**config.mk**
```make
export PLATFORM = sky130hd
export DESIGN_NAME = apb_cmd_master
export DESIGN_NICKNAME = d
export VERILOG_FILES = /design/src/rtl/apb_cmd_pkg.sv /design/src/rtl/apb_cmd_rsp_fifo.sv /design/src/rtl/apb_cmd_master.sv
export SDC_FILE = /design/constraint.sdc
export NUM_CORES = 1
export LEC_CHECK = 0
export CAP_MARGIN = 20
export CORE_MARGIN = 2
export CORE_UTILIZATION = 44
export CTS_BUF_LIST = sky130_fd_sc_hd__clkbuf_8
export DETAILED_ROUTE_END_ITERATION = 10
export HOLD_SLACK_MARGIN = 0.05
export PLACE_DENSITY = 0.77
export SLEW_MARGIN = 20
export SYNTH_ARGS = -nofsm -noshare
export SYNTH_HDL_FRONTEND = slang
export SYNTH_SLANG_ARGS = --single-unit
```
**constraint.sdc**
```tcl
create_clock -name pclk -period 3 [get_ports pclk]
set_input_delay 0.45 -clock pclk [delete_from_list [all_inputs] [get_ports pclk]]
set_output_delay 0.45 -clock pclk [all_outputs]
set_load 0.01 [all_outputs]
```
**src/rtl/apb_cmd_pkg.sv**
```systemverilog
`default_nettype none
// +--------------------------------------------------------------------+
// | apb_cmd_pkg : shared types for the multi-channel APB requester      |
// | Rev 1.0                                                            |
// +--------------------------------------------------------------------+
package apb_cmd_pkg;

  // Widest read data a response entry can carry; the top zero-extends prdata into it.
  localparam int RSP_DW = 64;

  typedef enum logic [1:0] {
    IDLE   = 2'd0,
    SETUP  = 2'd1,
    ACCESS = 2'd2
  } state_e;

  typedef struct packed {
    logic [7:0]        ch;
    logic [RSP_DW-1:0] rdata;
    logic              err;
    logic              tout;
  } rsp_t;

  function automatic int ch_width(input int n);
    return (n > 1) ? $clog2(n) : 1;
  endfunction

endpackage
`default_nettype wire

```
**src/rtl/apb_cmd_rsp_fifo.sv**
```systemverilog
`default_nettype none
// +--------------------------------------------------------------------+
// | apb_cmd_rsp_fifo : show-ahead synchronous FIFO for APB completions  |
// | Rev 1.0                                                            |
// +--------------------------------------------------------------------+
module apb_cmd_rsp_fifo #(
  parameter int  DEPTH = 4,
  parameter type T     = logic
) (
  input  logic                     pclk,
  input  logic                     preset,
  input  logic                     push,
  input  T                         push_data,
  input  logic                     pop,
  output T                         pop_data,
  output logic                     full,
  output logic                     empty,
  output logic [$clog2(DEPTH):0]   count
);

  localparam int             c_PW    = $clog2(DEPTH);
  localparam logic [c_PW:0]  c_DEPTH = (c_PW+1)'(DEPTH);

  T                r_mem [DEPTH];
  logic [c_PW-1:0] r_wptr;
  logic [c_PW-1:0] r_rptr;
  logic [c_PW:0]   r_count;
  logic            w_push;
  logic            w_pop;

  // Empty pops are ignored; a push at full is only taken when a pop frees the slot.
  assign w_pop  = pop && (r_count != '0);
  assign w_push = push && ((r_count != c_DEPTH) || w_pop);

  always_ff @(posedge pclk) begin
    if (preset) begin
      r_wptr  <= '0;
      r_rptr  <= '0;
      r_count <= '0;
    end else begin
      if (w_push) r_wptr <= r_wptr + 1'b1;
      if (w_pop)  r_rptr <= r_rptr + 1'b1;
      case ({w_push, w_pop})
        2'b10:   r_count <= r_count + 1'b1;
        2'b01:   r_count <= r_count - 1'b1;
        default: r_count <= r_count;
      endcase
    end
  end

  always_ff @(posedge pclk) begin
    if (w_push) r_mem[r_wptr] <= push_data;
  end

  assign pop_data = r_mem[r_rptr];
  assign full     = (r_count == c_DEPTH);
  assign empty    = (r_count == '0);
  assign count    = r_count;

endmodule
`default_nettype wire

```
**src/rtl/apb_cmd_master.sv**
```systemverilog
`default_nettype none
// +--------------------------------------------------------------------+
// | apb_cmd_master : round-robin multi-channel APB requester with       |
// | wait-state/timeout handling and a tagged response FIFO. Rev 1.0    |
// +--------------------------------------------------------------------+
module apb_cmd_master
  import apb_cmd_pkg::*;
#(
  parameter int NCH       = 4,
  parameter int AW        = 8,
  parameter int DW        = 32,
  parameter int RSP_DEPTH = 4,
  parameter int TIMEOUT   = 16
) (
  input  logic                       pclk,
  input  logic                       preset,
  input  logic [NCH-1:0]             cmd_valid,
  output logic [NCH-1:0]             cmd_ready,
  input  logic [NCH-1:0]             cmd_write,
  input  logic [NCH*AW-1:0]          cmd_addr,
  input  logic [NCH*DW-1:0]          cmd_wdata,
  output logic                       rsp_valid,
  input  logic                       rsp_ready,
  output logic [ch_width(NCH)-1:0]   rsp_ch,
  output logic [DW-1:0]              rsp_rdata,
  output logic                       rsp_err,
  output logic                       rsp_tout,
  output logic                       psel,
  output logic                       penable,
  output logic                       pwrite,
  output logic [AW-1:0]              paddr,
  output logic [DW-1:0]              pwdata,
  input  logic [DW-1:0]              prdata,
  input  logic                       pready,
  input  logic                       pslverr,
  output logic                       busy
);

  localparam int                        c_CHW   = ch_width(NCH);
  localparam int                        c_CNTW  = (TIMEOUT > 1) ? $clog2(TIMEOUT) : 1;
  localparam logic [c_CNTW-1:0]         c_TMAX  = (TIMEOUT > 0) ? c_CNTW'(TIMEOUT - 1) : '0;
  localparam int                        c_QW    = $clog2(RSP_DEPTH) + 1;
  localparam logic [c_QW-1:0]           c_QDEP  = c_QW'(RSP_DEPTH);
  localparam logic [c_CHW:0]            c_NCH   = (c_CHW+1)'(NCH);

  state_e             r_state;
  logic [c_CHW-1:0]   r_rr_ptr;
  logic [c_CHW-1:0]   r_gnt;
  logic [c_CNTW-1:0]  r_cnt;

  logic [2*NCH-1:0]   w_rot;
  logic [c_CHW-1:0]   w_off;
  logic [c_CHW:0]     w_sum;
  logic [c_CHW:0]     w_wrap;
  logic [c_CHW-1:0]   w_gnt;
  logic [c_CHW-1:0]   w_rr_next;
  logic               w_issue;
  logic               w_space;
  logic               w_write;
  logic [AW-1:0]      w_addr;
  logic [DW-1:0]      w_wdata;
  logic               w_tout;
  logic               w_push;
  rsp_t               w_push_data;
  rsp_t               w_head;
  logic               w_full;
  logic               w_empty;
  logic [c_QW-1:0]    w_count;

  // Rotate the requests so rr_ptr sits at bit 0; the lowest set bit is the grant offset.
  always_comb begin
    w_rot = {cmd_valid, cmd_valid} >> r_rr_ptr;
    w_off = '0;
    for (int i = NCH - 1; i >= 0; i--) begin
      if (w_rot[i]) w_off = c_CHW'(i);
    end
    w_sum  = {1'b0, r_rr_ptr} + {1'b0, w_off};
    w_wrap = w_sum - c_NCH;
    w_gnt  = (w_sum >= c_NCH) ? w_wrap[c_CHW-1:0] : w_sum[c_CHW-1:0];
  end

  assign w_rr_next = (w_gnt == c_CHW'(NCH - 1)) ? '0 : w_gnt + 1'b1;
  assign w_space   = (w_count < c_QDEP);
  assign w_issue   = (r_state == IDLE) && (cmd_valid != '0) && w_space;

  always_comb begin
    cmd_ready = '0;
    w_write   = 1'b0;
    w_addr    = '0;
    w_wdata   = '0;
    for (int c = 0; c < NCH; c++) begin
      if (w_gnt == c_CHW'(c)) begin
        cmd_ready[c] = w_issue;
        w_write      = cmd_write[c];
        w_addr       = cmd_addr[c*AW +: AW];
        w_wdata      = cmd_wdata[c*DW +: DW];
      end
    end
  end

  // A ready slave on the last allowed cycle still completes normally.
  assign w_tout = (TIMEOUT > 0) && !pready && (r_cnt == c_TMAX);
  assign w_push = (r_state == ACCESS) && (pready || w_tout);

  always_comb begin
    w_push_data                 = '0;
    w_push_data.ch              = 8'(r_gnt);
    w_push_data.rdata[DW-1:0]   = (pready && !pwrite) ? prdata : '0;
    w_push_data.err             = pready ? pslverr : 1'b1;
    w_push_data.tout            = !pready;
  end

  always_ff @(posedge pclk) begin
    if (preset) begin
      r_state  <= IDLE;
      r_rr_ptr <= '0;
      r_gnt    <= '0;
      r_cnt    <= '0;
      psel     <= 1'b0;
      penable  <= 1'b0;
      pwrite   <= 1'b0;
      paddr    <= '0;
      pwdata   <= '0;
      busy     <= 1'b0;
    end else begin
      case (r_state)
        IDLE: begin
          if (w_issue) begin
            r_state  <= SETUP;
            r_gnt    <= w_gnt;
            r_rr_ptr <= w_rr_next;
            psel     <= 1'b1;
            pwrite   <= w_write;
            paddr    <= w_addr;
            pwdata   <= w_wdata;
            busy     <= 1'b1;
          end
        end
        SETUP: begin
          r_state <= ACCESS;
          penable <= 1'b1;
        end
        ACCESS: begin
          if (pready || w_tout) begin
            r_state <= IDLE;
            psel    <= 1'b0;
            penable <= 1'b0;
            busy    <= 1'b0;
            r_cnt   <= '0;
          end else begin
            r_cnt <= r_cnt + 1'b1;
          end
        end
        default: r_state <= IDLE;
      endcase
    end
  end

  apb_cmd_rsp_fifo #(
    .DEPTH (RSP_DEPTH),
    .T     (rsp_t)
  ) u_rsp_fifo (
    .pclk      (pclk),
    .preset    (preset),
    .push      (w_push && !w_full),
    .push_data (w_push_data),
    .pop       (rsp_ready),
    .pop_data  (w_head),
    .full      (w_full),
    .empty     (w_empty),
    .count     (w_count)
  );

  assign rsp_valid = !w_empty;
  assign rsp_ch    = w_head.ch[c_CHW-1:0];
  assign rsp_rdata = w_head.rdata[DW-1:0];
  assign rsp_err   = w_head.err;
  assign rsp_tout  = w_head.tout;

endmodule
`default_nettype wire
```
==> summary.md, run 1 <==
| Metric | Value |
|---|---|
| Lkg Pwr | 0.00473 uW |
| WP depth | 11 |
| GP Congestion | 0.913 |
| Fin. Hold Viols | 0 |
| Vias post-DR | 7282 |
| Switching fraction of total power | 0.361 |
| Initial core utilization | 0.450 |
| Placeable core region | 0.0211 mm2 |
| CP Data Required Time | 2.55 ns |
| Dpl cells | 1322 |
| FILL cells | 1616 |
| Logic gate share of total power | 0.489 |
| Die Ht | 151 um |
| DIE WIDTH | 151 um |
| Clock Pin Slew Worst Setup and Hold Paths | 0.06 ns |
| Area occupied by multi-input gates | 0.00367 mm2 |
| Final Max Slew Viols | 0 |
| Hold-fix buffers, CTS | 0 |
| Peak supply drop | 0.000741 V |
| Syn Nets | 992 |
| Setup crit start | r_rr_ptr[0] |
| Flop pwr share | 0.318 |
| Critical Path End | cmd_ready[2] |
| Final setup TNS | 0 ns |
| CTS root buffer | clkbuf_8 |
| Hpwl dp | 18.5 mm |
| CP Class | reg2out |
| Final setup viols | 0 |
| Nets | 1304 |
| End-of-flow core utilization | 0.647 |
| Initial DRC Count | 464 |
| Min Clock Period, post-route | 2.92 ns |
| Drt first pass iters | 6 |
| Die area | 0.0228 mm2 |
| Worst-Skew Late Latency | 0.52 ns |
| Final cell count without fillers | 1385 |
| Sequential Area | 0.00558 mm2 |
| Status | finished, final reports clean |
| WHS | 0.477 ns |
| Yosys reg bits | 206 |
| Period utilization | 0.975 |
| YS warnings | 0 |
| Fmax | 342 MHz |
| Transition time of the tightest slew-check pin | 0.772 ns |
| WL/cell | 18.8 um |
| Clk_skew | 0.0243 ns |
| Final wirelength | 26.0 mm |
| CTS tree | done |
| CP peak stage delay | 0.39 ns |
| Row cnt | 53 |
| Hold crit path type | reg2reg |
| GR Util All Layers | 0.227 |
| Kind of start point of the critical path | flip-flop |
| RSZ-0062 raised after global routing | yes |
| Synthesized area | 0.00949 mm2 |
| FF-to-FF End | pwdata[16] |
| Max clock buf depth | 3 |
| Crit-path max FO | 6 |
| Switching power | 4140 uW |
| Post-route DRC | 0 |
| Slew HR | 0.485 |
| Depth of the CTS H-tree | 2 |
| Ant. Diodes | 0 |
| CP max-delay cell | dfxtp_4 |
| Synth Instances | 775 |
| Vias in the first global route | 7394 |
| Power per cell area | 841 mW/mm2 |
| Cell Chain, Critical Path | nor3_2 -> a311oi_2 -> o21ai_2 -> ha_2 -> xnor2_2 -> xnor2_2 -> buf_4 -> inv_4 -> ha_2 -> and2_4 -> buf_6 |
| Antenna violations before repair | 0 |
| Worst reg2reg path startpoint | r_rr_ptr[0] |
| Area delta synth->final | 43.8% |
| Cell count of the worst reg-to-reg path | 14 |
| Sequential-to-total area share from yosys stat | 0.586 |
| Flop-to-flop setup slack | 0.19 ns |
| Total gr overflow | 0 |
| Largest net degree at the start of global routing | 81 |
| I/O Pins | 290 |
| Post-route ant nets | 0 |
| Crit path capture type | output pin |
| Unique masters post-synth | 42 |
| Via/cell ratio | 5.26 |
| WP data arrival | 2.47 ns |
| Int Power | 7330 uW |
| Clock Sinks | 206 |
| Syn avg cell area | 12.2 um2 |
| Max Cap Violations | 0 |
| Buf+Inv Stages, Crit Path | 3 |
| Share of cells above drive strength 1 | 0.178 |
| Port bufs | 289 |
| First-pass GRT wire length | 39.2 mm |
| Top delay family on crit path | flip-flops |
| Clock power share | 0.193 |
| Total CTS buffers | 34 |
==> synth_stat cells, drive strengths merged <==
master	count	area share
o21ai	2	0.0011
a211oi	4	0.0047
and2	41	0.027
a21oi	125	0.079
nand3	2	0.0011
xnor2	4	0.0037
mux2i	1	0.0011
a2111oi	1	0.0029
dfxtp	62	0.13
a221oi	3	0.0028
nor4	1	0.00066
xor2	5	0.0046
o21a	38	0.030
and2b	1	0.00092
nand2	47	0.019
a31oi	2	0.0013
edfxtp	144	0.46
clkbuf	37	0.015
fa	1	0.0021
o32ai	2	0.0018
nand3b	38	0.030
a2111o	1	0.0012
a311oi	1	0.00092
ha	11	0.014
nand4	1	0.00066
nor3	49	0.026
o311a	1	0.0011
nor2b	4	0.0026
a32oi	1	0.00092
buf	26	0.017
mux4	36	0.085
nor2	64	0.026
nand2b	6	0.0040
or3	2	0.0013
inv	11	0.0043
==> timing repair <==
action                                 in CTS  in global routing
gates resized for setup                    36                  7
buffers inserted                            4                  0
pin swaps                                   7                  6
endpoints found under the hold margin       0                  0
setup endpoints to repair                  40                 32
==> per-layer routing <==
layer,wire (um),vias to the layer above,GRT usage
li1,-,3479,-
met1,9950,3459,0.263
met2,13000,294,0.397
met3,2200,50,0.0657
met4,797,0,0.0864
met5,0,-,0
==> worst register-to-register path: stages (launching register included) <==
cell and delay (ns):
dfxtp_4 0.39, nor3_2 0.06, a311oi_2 0.27, o21ai_2 0.09, ha_2 0.19, xnor2_2 0.15, xnor2_2 0.15, buf_4 0.16
ha_4 0.16, buf_12 0.18, nand3b_1 0.26, a21oi_1 0.22, a21oi_1 0.07, o21a_1 0.18, nor3_1 0.18
==> cell usage in the layout, fill, tap and decap left out, types with 11 or more instances in the layout <==
cell             instances
clkdlybuf4s50_1        280
edfxtp_1               144
a21oi_1                 93
nor2_1                  61
dfxtp_1                 58
nor3_1                  47
nand2_1                 47
nand3b_1                38
o21a_1                  38
clkbuf_8                38
and2_1                  36
mux4_2                  36
buf_4                   36
a21oi_2                 32
inv_1                   22
buf_12                  11
==> cell type report <==
class | instances | share of cell area
flip-flops and latches | 206 | 0.409
multi-input cells | 495 | 0.269
well taps | 275 | 0.0252
clock inverters | 21 | 0.00697
inverters | 11 | 0.00321
repair buffers | 339 | 0.249
clock buffers | 38 | 0.0383
==> power by group through the flow <==
stage                     logic [uW]  clock network (uW)  registers (uW)
final                           5610                2220            3650
after global placement          5360                   0            3680
after detailed placement        5440                   0            3690
after global routing            6100                2410            3680
after floorplan                 3260                   0            3730
after CTS                       5580                2290            3640
==> cells by family after synthesis <==
kind of cell | count (synthesis) | share of synthesized area
and+or+nand+nor | 256 | 0.139
DFF | 206 | 0.586
AOI/OAI and AO/OA | 181 | 0.127
buffers and inverters | 74 | 0.0360
muxes | 37 | 0.0865
adders and majority gates | 12 | 0.0166
xor gates and xnor gates | 9 | 0.00830
==> worst min-delay path by stage <==
| stage | start | end | slack [ns] | depth (start not counted) |
|---|---|---|---|---|
| 2_1_floorplan | r_cnt[1] | r_cnt[1] | 0.45 | 2 |
| 3_3_place_gp | r_cnt[1] | r_cnt[1] | 0.46 | 2 |
| 3_5_place_dp | r_cnt[1] | r_cnt[1] | 0.47 | 2 |
| 4_1_cts | preset | r_state[0] | 0.48 | 2 |
| 5_1_grt | penable | penable | 0.51 | 2 |
| 6_report | penable | penable | 0.48 | 2 |
==> per-stage QoR <==
stage | setup slack, ns | total power [uW] | instance area, um2
after floorplan | 0.0659 | 6990 | 9490
after global placement | -0.574 | 9040 | 12900
after detailed placement | -0.672 | 9130 | 12900
after CTS | -0.0118 | 11500 | 13600
after global routing | -0.0101 | 12200 | 13600
final | 0.0764 | 11500 | 13600
==> sequential cells by signal, summed over array words and instances, names as in the netlist, named ones only <==
name and count:
u_rsp_fifo.r_wptr 2, penable 1, u_rsp_fifo.r_mem 144, r_state 2, pwrite 1, paddr 8
r_rr_ptr 2, u_rsp_fifo.count 3, r_gnt 2, r_cnt 4, busy 1, u_rsp_fifo.r_rptr 2
pwdata 32
(Power assumes the default switching activity.)
==> inputs of run 2 (changes only) <==
- GPL_TIMING_DRIVEN: default -> 1
==> results of run 2 <==
The final DEF is identical to that of run 1; final timing and power are the same.
==> inputs of run 3 (changes only) <==
- CORE_UTILIZATION: 44 -> 35
- PLACE_DENSITY: 0.77 -> 0.63
==> run 3 against run 2 <==
Compared with the run above: critical path depth stayed put; routed wire length grew 3.7%; clock power is 11% higher; maximum frequency rose by 0.47%; die area rose by 25%; clock-buffer cell count up 2.
==> summary.md, run 3 (synthesized netlist as in run 1, its figures left out) <==
| Metric | Value |
|---|---|
| Total CTS buffers | 36 |
| Final instance area | 0.0140 mm2 |
| Final setup viols | 0 |
| WP data arrival | 2.46 ns |
| Leading cell type in the layout, fill and taps excluded | clkdlybuf4s50_1 |
| Status | finished, final reports clean |
| Antenna violations before repair | 0 |
| Vias in the first global route | 7368 |
| Met1 global-route usage | 0.223 |
| Hold crit path type | reg2reg |
| Transition time of the tightest slew-check pin | 0.801 ns |
| Crit-path max FO | 7 |
| Slew HR | 0.466 |
| Met2 usage in global routing | 0.330 |
| Initial core utilization | 0.354 |
| Fin. Hold Viols | 0 |
| Clock Sinks | 206 |
| Port bufs | 289 |
| Hold-fix buffers, CTS | 0 |
| Max clock buf depth | 3 |
| Area delta synth->final | 47.4% |
| Row cnt | 60 |
| Share of cells above drive strength 1 | 0.194 |
| GR Util All Layers | 0.185 |
| GP Congestion | 0.875 |
| Peak supply drop | 0.000559 V |
| Die Ht | 169 um |
| Lkg Pwr | 0.00485 uW |
| Biggest register | u_rsp_fifo.r_mem |
| Power per cell area | 868 mW/mm2 |
| Drt first pass iters | 5 |
| PnR worst setup slack | 0.0902 ns |
| Via/cell ratio | 4.93 |
| Final wirelength | 27.0 mm |
| Post-Place Cell Area | 0.0131 mm2 |
| First-pass GRT wire length | 40.6 mm |
| I/O Pins | 290 |
| Total gr overflow | 0 |
| DIE WIDTH | 169 um |
| Worst-Skew Late Latency | 0.51 ns |
| CTS tree | done |
| Final Max Slew Viols | 0 |
| Depth of the CTS H-tree | 2 |
| GRT met3 Usage | 0.0472 |
| RSZ-0062 raised after global routing | yes |
| Clock Pin Slew Worst Setup and Hold Paths | 0.06 ns |
| Post-route DRC | 0 |
| Top Usage Layer GRT | met2 |
| FILL cells | 2405 |
| Commonest non-fill, non-tap cells in the layout | 280 x clkdlybuf4s50_1, 144 x edfxtp_1, 93 x a21oi_1, 61 x nor2_1, 59 x dfxtp_1 |
| Clk_skew | 0.0190 ns |
| Crit path capture type | output pin |
| Largest net degree at the start of global routing | 54 |
| Post-route ant nets | 0 |
| CTS root buffer | clkbuf_8 |
| CP Class | reg2out |
| Max Cap Violations | 0 |
| Period utilization | 0.970 |
| Kind of start point of the critical path | flip-flop |
| Min Clock Period, post-route | 2.91 ns |
| Design Power | 12100 uW |
| Ant. Diodes | 0 |
| CP Data Required Time | 2.55 ns |
| Largest regs | u_rsp_fifo.r_mem: 144 flops, pwdata: 32 flops, paddr: 8 flops |
| Nets | 1318 |
| Vias post-DR | 7245 |
| DP Worst Slack | -0.662 ns |
| WL/cell | 18.3 um |
| Fmax | 344 MHz |
| Initial DRC Count | 455 |
| Largest register FFs | 144 |
| Hpwl dp | 19.2 mm |
| Die area | 0.0285 mm2 |
| Placeable core region | 0.0268 mm2 |
[run 3: cell count changes in the layout (fill, tap and decap cells not counted), moves of 2 or more]
cell      before  now
buf_4         36   45
clkinv_1       3    6
buf_2          4    1
ha_2           3    1
buf_6          4    7
and2_1        36   34
inv_1         22   20
clkbuf_8      38   40
and2_4         1    3
clkinv_2       3    5
buf_12        11   14
ha_4           2    4
[run 3: worst paths after layout]
path | start | to | slack, ns | cells past startpoint
worst max-delay path | r_rr_ptr[0] | cmd_ready[2] | 0.09 | 11
worst max register to register | r_rr_ptr[0] | pwdata[21] | 0.17 | 15
worst min register to register | penable | penable | 0.48 | 2
worst min-delay path | penable | penable | 0.48 | 2
[run 3: area by class of cell]
type	instances	area [um2]	share of cell area
flip-flops and latches	206	5570	0.398
repair buffers	351	3540	0.253
inverters	11	43.8	0.00313
multi-input cells	495	3700	0.265
well taps	341	427	0.0305
clock buffers	40	551	0.0394
clock inverters	26	150	0.0107
[run 3: repair_timing]
item	CTS	global route
resized for setup	33	18
pin swaps	7	6
buffers inserted	5	0
gates cloned	0	0
endpoints found under the setup margin	42	44
hold endpoints to repair	0	0
[run 3: through the flow]
stage	cells	TNS (ns)	utilization	hold WS, ns
after CTS	1470	0	0.519	0.486
final	1470	0	0.522	0.479
after global placement	1399	-25.98	0.490	0.466
after global routing	1470	-0.0143	0.522	0.515
after floorplan	775	0	-	0.449
after detailed placement	1399	-26.83	0.490	0.478
[run 3: where the power goes]
part / internal, uW / total (uW) / switching, uW / leakage (uW)
clock network: 1330 / 2470 / 1140 / 0.000395
registers: 3410 / 3650 / 236 / 0.00183
logic: 3030 / 6030 / 2990 / 0.00262
total: 7780 / 12100 / 4370 / 0.00485
[run 3: metal layers]
metal / wire (um) / up-vias / part of all wire
met5: 0 / - / 0
met4: 382 / 0 / 0.014
met3: 2030 / 31 / 0.075
met2: 13700 / 271 / 0.51
met1: 10800 / 3428 / 0.40
li1: - / 3515 / -
[run 3: critical path, cell delays in order (launching register included)]
cell and delay, ns:
dfxtp_4 0.37, buf_6 0.12, a311oi_2 0.22, o21ai_1 0.09, ha_2 0.19, xnor2_2 0.19
xnor2_2 0.15, buf_6 0.15, inv_4 0.05, ha_4 0.15, and2_4 0.13, buf_6 0.11
